File: src/rtl/seq_multiplier.sv
// Sequential radix-2 shift-add multiplier.
//
// One WIDTH x WIDTH multiply per WIDTH+1 cycles, unsigned or two's-complement
// selected per operation. Signed operands are reduced to magnitudes at accept
// time, multiplied unsigned, and the result negated at the end if needed.
//
// Ports:
//   clk         rising-edge clock
//   rst_n       asynchronous active-low reset
//   start       request; accepted in IDLE or DONE, ignored while busy
//   signed_mode 1 = two's-complement operands, 0 = unsigned (sampled with start)
//   a, b        multiplicand / multiplier (sampled with start)
//   busy        high while the operation is iterating
//   done        one-cycle pulse when product is valid
//   product     2*WIDTH-bit result, held until the next result is written
module seq_multiplier #(
  parameter int WIDTH = 8
) (
  input  logic               clk,
  input  logic               rst_n,
  input  logic               start,
  input  logic               signed_mode,
  input  logic [WIDTH-1:0]   a,
  input  logic [WIDTH-1:0]   b,
  output logic               busy,
  output logic               done,
  output logic [2*WIDTH-1:0] product
);

  localparam int PW = 2 * WIDTH;
  localparam int CW = $clog2(WIDTH + 1);

  typedef enum logic [1:0] {
    IDLE,
    CALC,
    DONE
  } state_t;

  state_t          state;
  logic [PW-1:0]   mcand;
  logic [WIDTH-1:0] mplier;
  logic [PW-1:0]   acc;
  logic [CW-1:0]   count;
  logic            neg;

  logic [WIDTH-1:0] a_mag;
  logic [WIDTH-1:0] b_mag;
  logic [PW-1:0]    acc_next;
  logic [PW-1:0]    result;
  logic             last_iter;

  // -2^(WIDTH-1) negates to itself in WIDTH bits, which read as unsigned is
  // exactly its magnitude, so no extra bit is needed.
  always_comb begin
    a_mag = a;
    b_mag = b;
    if (signed_mode && a[WIDTH-1]) a_mag = (~a) + WIDTH'(1);
    if (signed_mode && b[WIDTH-1]) b_mag = (~b) + WIDTH'(1);
  end

  // The final iteration's partial product is folded in combinationally so the
  // product can be written on the same edge as the last accumulate.
  always_comb begin
    acc_next  = acc;
    if (mplier[0]) acc_next = acc + mcand;
    result    = acc_next;
    if (neg) result = (~acc_next) + PW'(1);
    last_iter = (count == CW'(WIDTH - 1));
  end

  always_ff @(posedge clk or negedge rst_n) begin
    if (!rst_n) begin
      state   <= IDLE;
      mcand   <= '0;
      mplier  <= '0;
      acc     <= '0;
      count   <= '0;
      neg     <= 1'b0;
      busy    <= 1'b0;
      done    <= 1'b0;
      product <= '0;
    end else begin
      case (state)
        IDLE, DONE: begin
          done <= 1'b0;
          if (start) begin
            mcand  <= {{WIDTH{1'b0}}, a_mag};
            mplier <= b_mag;
            acc    <= '0;
            count  <= '0;
            neg    <= signed_mode & (a[WIDTH-1] ^ b[WIDTH-1]);
            busy   <= 1'b1;
            state  <= CALC;
          end else begin
            busy  <= 1'b0;
            state <= IDLE;
          end
        end
        CALC: begin
          acc    <= acc_next;
          mcand  <= mcand << 1;
          mplier <= mplier >> 1;
          count  <= count + CW'(1);
          if (last_iter) begin
            product <= result;
            busy    <= 1'b0;
            done    <= 1'b1;
            state   <= DONE;
          end
        end
        default: begin
          busy  <= 1'b0;
          done  <= 1'b0;
          state <= IDLE;
        end
      endcase
    end
  end

endmodule

File: config.mk
export PLATFORM = sky130hd
export DESIGN_NAME = seq_multiplier
export DESIGN_NICKNAME = d
export VERILOG_FILES = /design/src/rtl/seq_multiplier.sv
export SDC_FILE = /design/constraint.sdc
export NUM_CORES = 1
export LEC_CHECK = 0
export CORE_MARGIN = 3
export CORE_UTILIZATION = 40
export CTS_CLUSTER_SIZE = 12
export DETAILED_ROUTE_END_ITERATION = 12
export DONT_BUFFER_PORTS = 1
export PLACE_DENSITY_LB_ADDON = 0.12
export SLEW_MARGIN = 25
export SYNTH_ARGS = -nofsm -noshare
export SYNTH_HDL_FRONTEND = slang
export SYNTH_SLANG_ARGS = --single-unit
File: constraint.sdc
create_clock -name clk -period 3.3 [get_ports clk]
set_clock_uncertainty 0.15 [all_clocks]
set_input_delay 0.495 -clock clk [delete_from_list [all_inputs] [get_ports clk]]
set_output_delay 0.495 -clock clk [all_outputs]
set_load 0.05 [all_outputs]
After elaboration in Yosys (flattened, before gate mapping):

Cells that the tools add are included.
W data, S select, Z words.

* register bits: 65
* bits of input ports: 20
* output and inout bits: 18
* logic and storage cells: 52

* $add $sub $neg: 5
* eq/ne operators: 5
* mux-type cells: 20
* bitwise logic cells: 5
* reductions and logical operators: 8

Operators with widths (number)
* $mux W16: 4
* $pmux W16 S2: 2
* $mux W8: 3
* $add A16 B1 Y16 const B: 1
* $add A16 B16 Y16: 1
* $add A8 B1 Y8 const B: 2
* $not A16 Y16: 1
* $not A8 Y8: 2
* $pmux W8 S2: 1
* $pmux W4 S2: 1
* $reduce_and A2 Y1: 3
* $mux W1: 5
* $add A4 B1 Y4 const B: 1
* $eq A4 B3 Y1 const B: 1
* $mux W4: 1
* $ne A2 B2 Y1 const B: 2
* $pmux W2 S2: 1
* $eq A2 B1 Y1 const B: 1
* $eq A2 B2 Y1 const B: 1
* $logic_and A1 B1 Y1: 2
* $logic_not A2 Y1: 1
* $mux W2: 1
* $pmux W1 S2: 1
* $reduce_bool A2 Y1: 1
* 3 further kinds: 3

Depth between registers and ports, before layout:

* word-level depth: 5
* gate-level depth with buffers: 11
* mapped depth without buffers: 11

Worst setup path before layout:

No wires, ideal clock.

* path type: register to register
* from: register mcand[0]
* to: register product[15]
* library setup time: 0.131 ns
* arrival: 2.728 ns
* data required time: 3.019 ns
* path slack: 0.291 ns
* cell stages (with the launch flop): 12
* path buffers: 0
* period minus slack after synthesis: 3.009 ns
* path through: dfrtp_1 > ha_1 > fa_1 > a211oi_2 > o31ai_4 > o211ai_4 > o31ai_2 > xor2_1 > mux2_4 > o41ai_2 > xor2_1 > o21ai_1

* cells in the longest elaborated chain, start to end: 5

Ends and longest elaborated chain
* from (decl): RTL line 40 `logic [PW-1:0] mcand;`
* from (signal assigned): RTL line 87 `mcand <= {{WIDTH{1'b0}}, a_mag};`
* from (signal assigned): RTL line 101 `mcand <= mcand << 1;`
* $add A16 B16 Y16 *: RTL line 65 `if (mplier[0]) acc_next = acc + mcand;`
* $mux W16 *: RTL line 65
* $not A16 Y16: RTL line 67 `if (neg) result = (~acc_next) + PW'(1);`
* $add A16 B1 Y16: RTL line 67
* $mux W16 *: RTL line 67
* to (signal assigned): RTL line 105 `product <= result;`
* to (decl): RTL line 27 `output logic [2*WIDTH-1:0] product`

Every way passes the cells marked *; elsewhere a longest branch is shown, timed or not.
A chain may end at the register's enable or synchronous reset.

Worst setup path in the final report:

Same ends and word-level chain as after synthesis.

==> results.toml <==
[run_status]
status = "completed"

[power_and_ir_drop]
vdd_drop_max_uv = 391
p_total_mw = 5.24
p_per_area_mw_per_mm2 = 1210
p_leak_nw = 1.88

[setup_path]
start_kind = "flip-flop"
crit_type = "flip-flop to flip-flop"
crit_arrival_ps = 3200
required_ps = 3380
cp_slowest_cell = "dfrtp_1"
rr_endpoint = "product[15]"
crit_chain = "ha_2 > fa_2 > a211oi_4 > o31ai_4 > a21boi_2 > xor2_2 > a31o_2 > nand4_2 > o41ai_2 > xor2_1 > o21ai_1"
reg2regPathDepth = 11
critPathCaptureType = "flip-flop"
r2r_start = "mcand[0]"
regToRegSetupSlack_ps = 180
worstPathMaxFanout = 3
cp_slowest_stage_delay_ps = 410

[die]
initial_core_util_pct = 41.8
dieHeight_um = 105
io_pins = 38
dieArea_sq_mm = 0.0110
core-area_sq_mm = 0.00937
die_w_um = 105
num_rows = 35

[cts]
cts_buffers = 9
clock_path_buffers = 2
clk_transition_reported_paths_ps = 70
clk_latency_ps = 350
root_buffer = "clkbuf_8"
cts_tree = "done"
cts_sinks = 63
ctsHtreeMaxLevel = 3

[sta]
timing.final.crit_share_pct = 94.6
hold_viol = 0
maxSlewViolCount = 0
tightest_slew_ps = 744
timing.setup.tns_ps = 0
slew_headroom_pct = 50.4
fin_crit_ps = 3120
rsz0062_at_grt = "false"
max_freq_ghz = 0.320
setup_viol = 0

[placement]
dpl.cell_count = 546
dp_hpwl_um = 6570
io_buffers = 0
gp_congestion = 0.830

[yosys]
synth_flop_cell = "dfrtp_1"
yosysWarnings = 0
yosysTopAreaCellShare_pct = 40.3
ys_seq_area_share_pct = 40.3
ys_types = 51
synth_edf_count = 0
avgSynthCellArea_sq_um = 9.17
async_flop_share_pct = 100
ys_ff_latch = 63
syn_area_sq_mm = 0.00391
synth_nets = 467
yosysTopAreaCell = "dfrtp_1"
synth_cells = 427
synthTopCellsByArea = "dfrtp_1, ha_1, o21ai_0, xnor2_1, nand2_1"

[flow_run]
drv_cap = 0

[routing]
drtAntennaViolNets = 0
post-route-drc-count = 0
initialDrtViolationCount = 103
wirelength_um = 8990
wl_per_cell_um = 15.9
vias_per_cell = 5.44
vias = 3069
dr.pass1.iters = 4

[final_layout]
fin_util_pct = 46.4
areaGrowthSynthToFinish_pct = 11.1
fin_cells = 564
nNetsFinal = 470
diodes = 0
drive_above_1_share_pct = 10.6

[global_route]
groute.usage.overall_pct = 17.6
grt_max_degree = 64
grt_pass1_wl_um = 15600
antenna_found_initial = 0
grt_pass1_vias = 3254
grt-ovfl-total = 0

[hold_path]
worstHoldStart = "b[0]"
hold_end = "mplier[0]"
hold_depth = 1
hp-class = "input pin to flip-flop"
==> registers in the layout, indices dropped and copies added (netlist names) <==
name,cells
acc,16
count,4
done,1
mcand,16
mplier,8
neg,1
product,16
state,1
==> cells by family after synthesis <==
logic type | synth area share, %
buffers and inverters | 3.13
flip-flops | 40.3
AO/OA/AOI/OAI | 23.3
adder cells (fa/ha/maj) | 6.59
AND/OR/NAND/NOR | 15.2
multiplexers | 3.01
XOR/XNOR | 8.50
==> stage by stage <==
stage	setup WS, ps	hold WS [ps]	instance area [sq um]
after floorplan	291	49.4	3910
after global placement	167	51.2	4070
after detailed placement	124	50.9	4070
after CTS	106	143	4320
after global routing	2.38	140	4350
final	178	167	4350
==> what timing repair did <==
item                                    4_1_cts  5_1_grt
buffers inserted                              0        0
endpoints found under the setup margin        0        4
endpoints found under the hold margin        63        0
resized for setup                             0        5
hold buffers                                  2        0
==> how the worst max path moves through the flow <==
stage               cells past startpoint      from  slack (ps)     endpoint
floorplan                              11  mcand[0]         290  product[15]
global placement                       11  mcand[0]         170  product[15]
detailed placement                     11  mcand[0]         120  product[15]
CTS                                    11  mcand[0]         110  product[15]
global route                           11  mcand[0]           2  product[15]
finish                                 11  mcand[0]         180  product[15]
==> critical path: cells and delay by family (launching register included) <==
| family | cells | cell delay, ps |
|---|---|---|
| flops | 1 | 410 |
| fa+ha+maj | 2 | 600 |
| compound gates | 6 | 1370 |
| xor+xnor | 2 | 340 |
| simple gates | 1 | 130 |
==> layer usage <==
layer | GRT usage, % | up-vias | wire, um
met5 | 0 | - | 0
met4 | 6.09 | 0 | 198
met3 | 4.45 | 19 | 312
met2 | 30.3 | 62 | 4480
met1 | 21.2 | 1452 | 4000
li1 | - | 1536 | -
==> Yosys cell counts, types with 3 or more instances <==
| library cell | count |
|---|---|
| mux2i_1 | 8 |
| o211ai_1 | 5 |
| o21ai_0 | 43 |
| a31oi_1 | 5 |
| xor2_1 | 14 |
| ha_1 | 19 |
| nand2b_1 | 6 |
| nor3_1 | 11 |
| a22o_1 | 14 |
| nand3b_1 | 4 |
| inv_1 | 12 |
| clkbuf_1 | 15 |
| a22oi_1 | 12 |
| dfrtp_1 | 63 |
| nand3_1 | 7 |
| o31ai_1 | 5 |
| a21o_1 | 3 |
| nand2_1 | 54 |
| xnor2_1 | 24 |
| nor2b_1 | 5 |
| nand4_1 | 3 |
| a21oi_1 | 19 |
| nor2_1 | 30 |
| o21ai_1 | 13 |
==> cells in the final DEF, fill, tap and decap left out, types with 3 or more instances in the layout <==
master and count:
o21ai_1 13, clkbuf_8 9, buf_4 9, inv_1 12
o21ai_0 43, o31ai_1 4, nand3b_1 4, a22o_1 14
dfrtp_1 63, a21oi_1 19, nand2b_1 6, nor3_1 11
nand4_1 3, mux2i_1 8, o211ai_1 5, nand3_1 7
xor2_1 13, nor2b_1 4, ha_1 18, xnor2_1 24
a31oi_1 5, nor2_1 29, a22oi_1 12, a21o_1 3
nand2_1 54
==> power by group <==
part	internal, mW	leakage (nW)	total [mW]	switching, mW
combinational	1.18	0.976	2.74	1.56
sequential	1.10	0.805	1.76	0.658
clock	0.423	0.102	0.739	0.317
==> final cells by class <==
| cell class | instances | area [sq um] |
|---|---|---|
| Fill cell | 932 | 5020 |
| Multi-Input combinational cell | 332 | 2240 |
| Inverter | 13 | 48.8 |
| Sequential cell | 63 | 1580 |
| Tap cell | 129 | 161 |
| Clock inverter | 6 | 85.1 |
| Clock buffer | 10 | 128 |
| Timing Repair Buffer | 11 | 105 |
(Power assumes the default switching activity.)
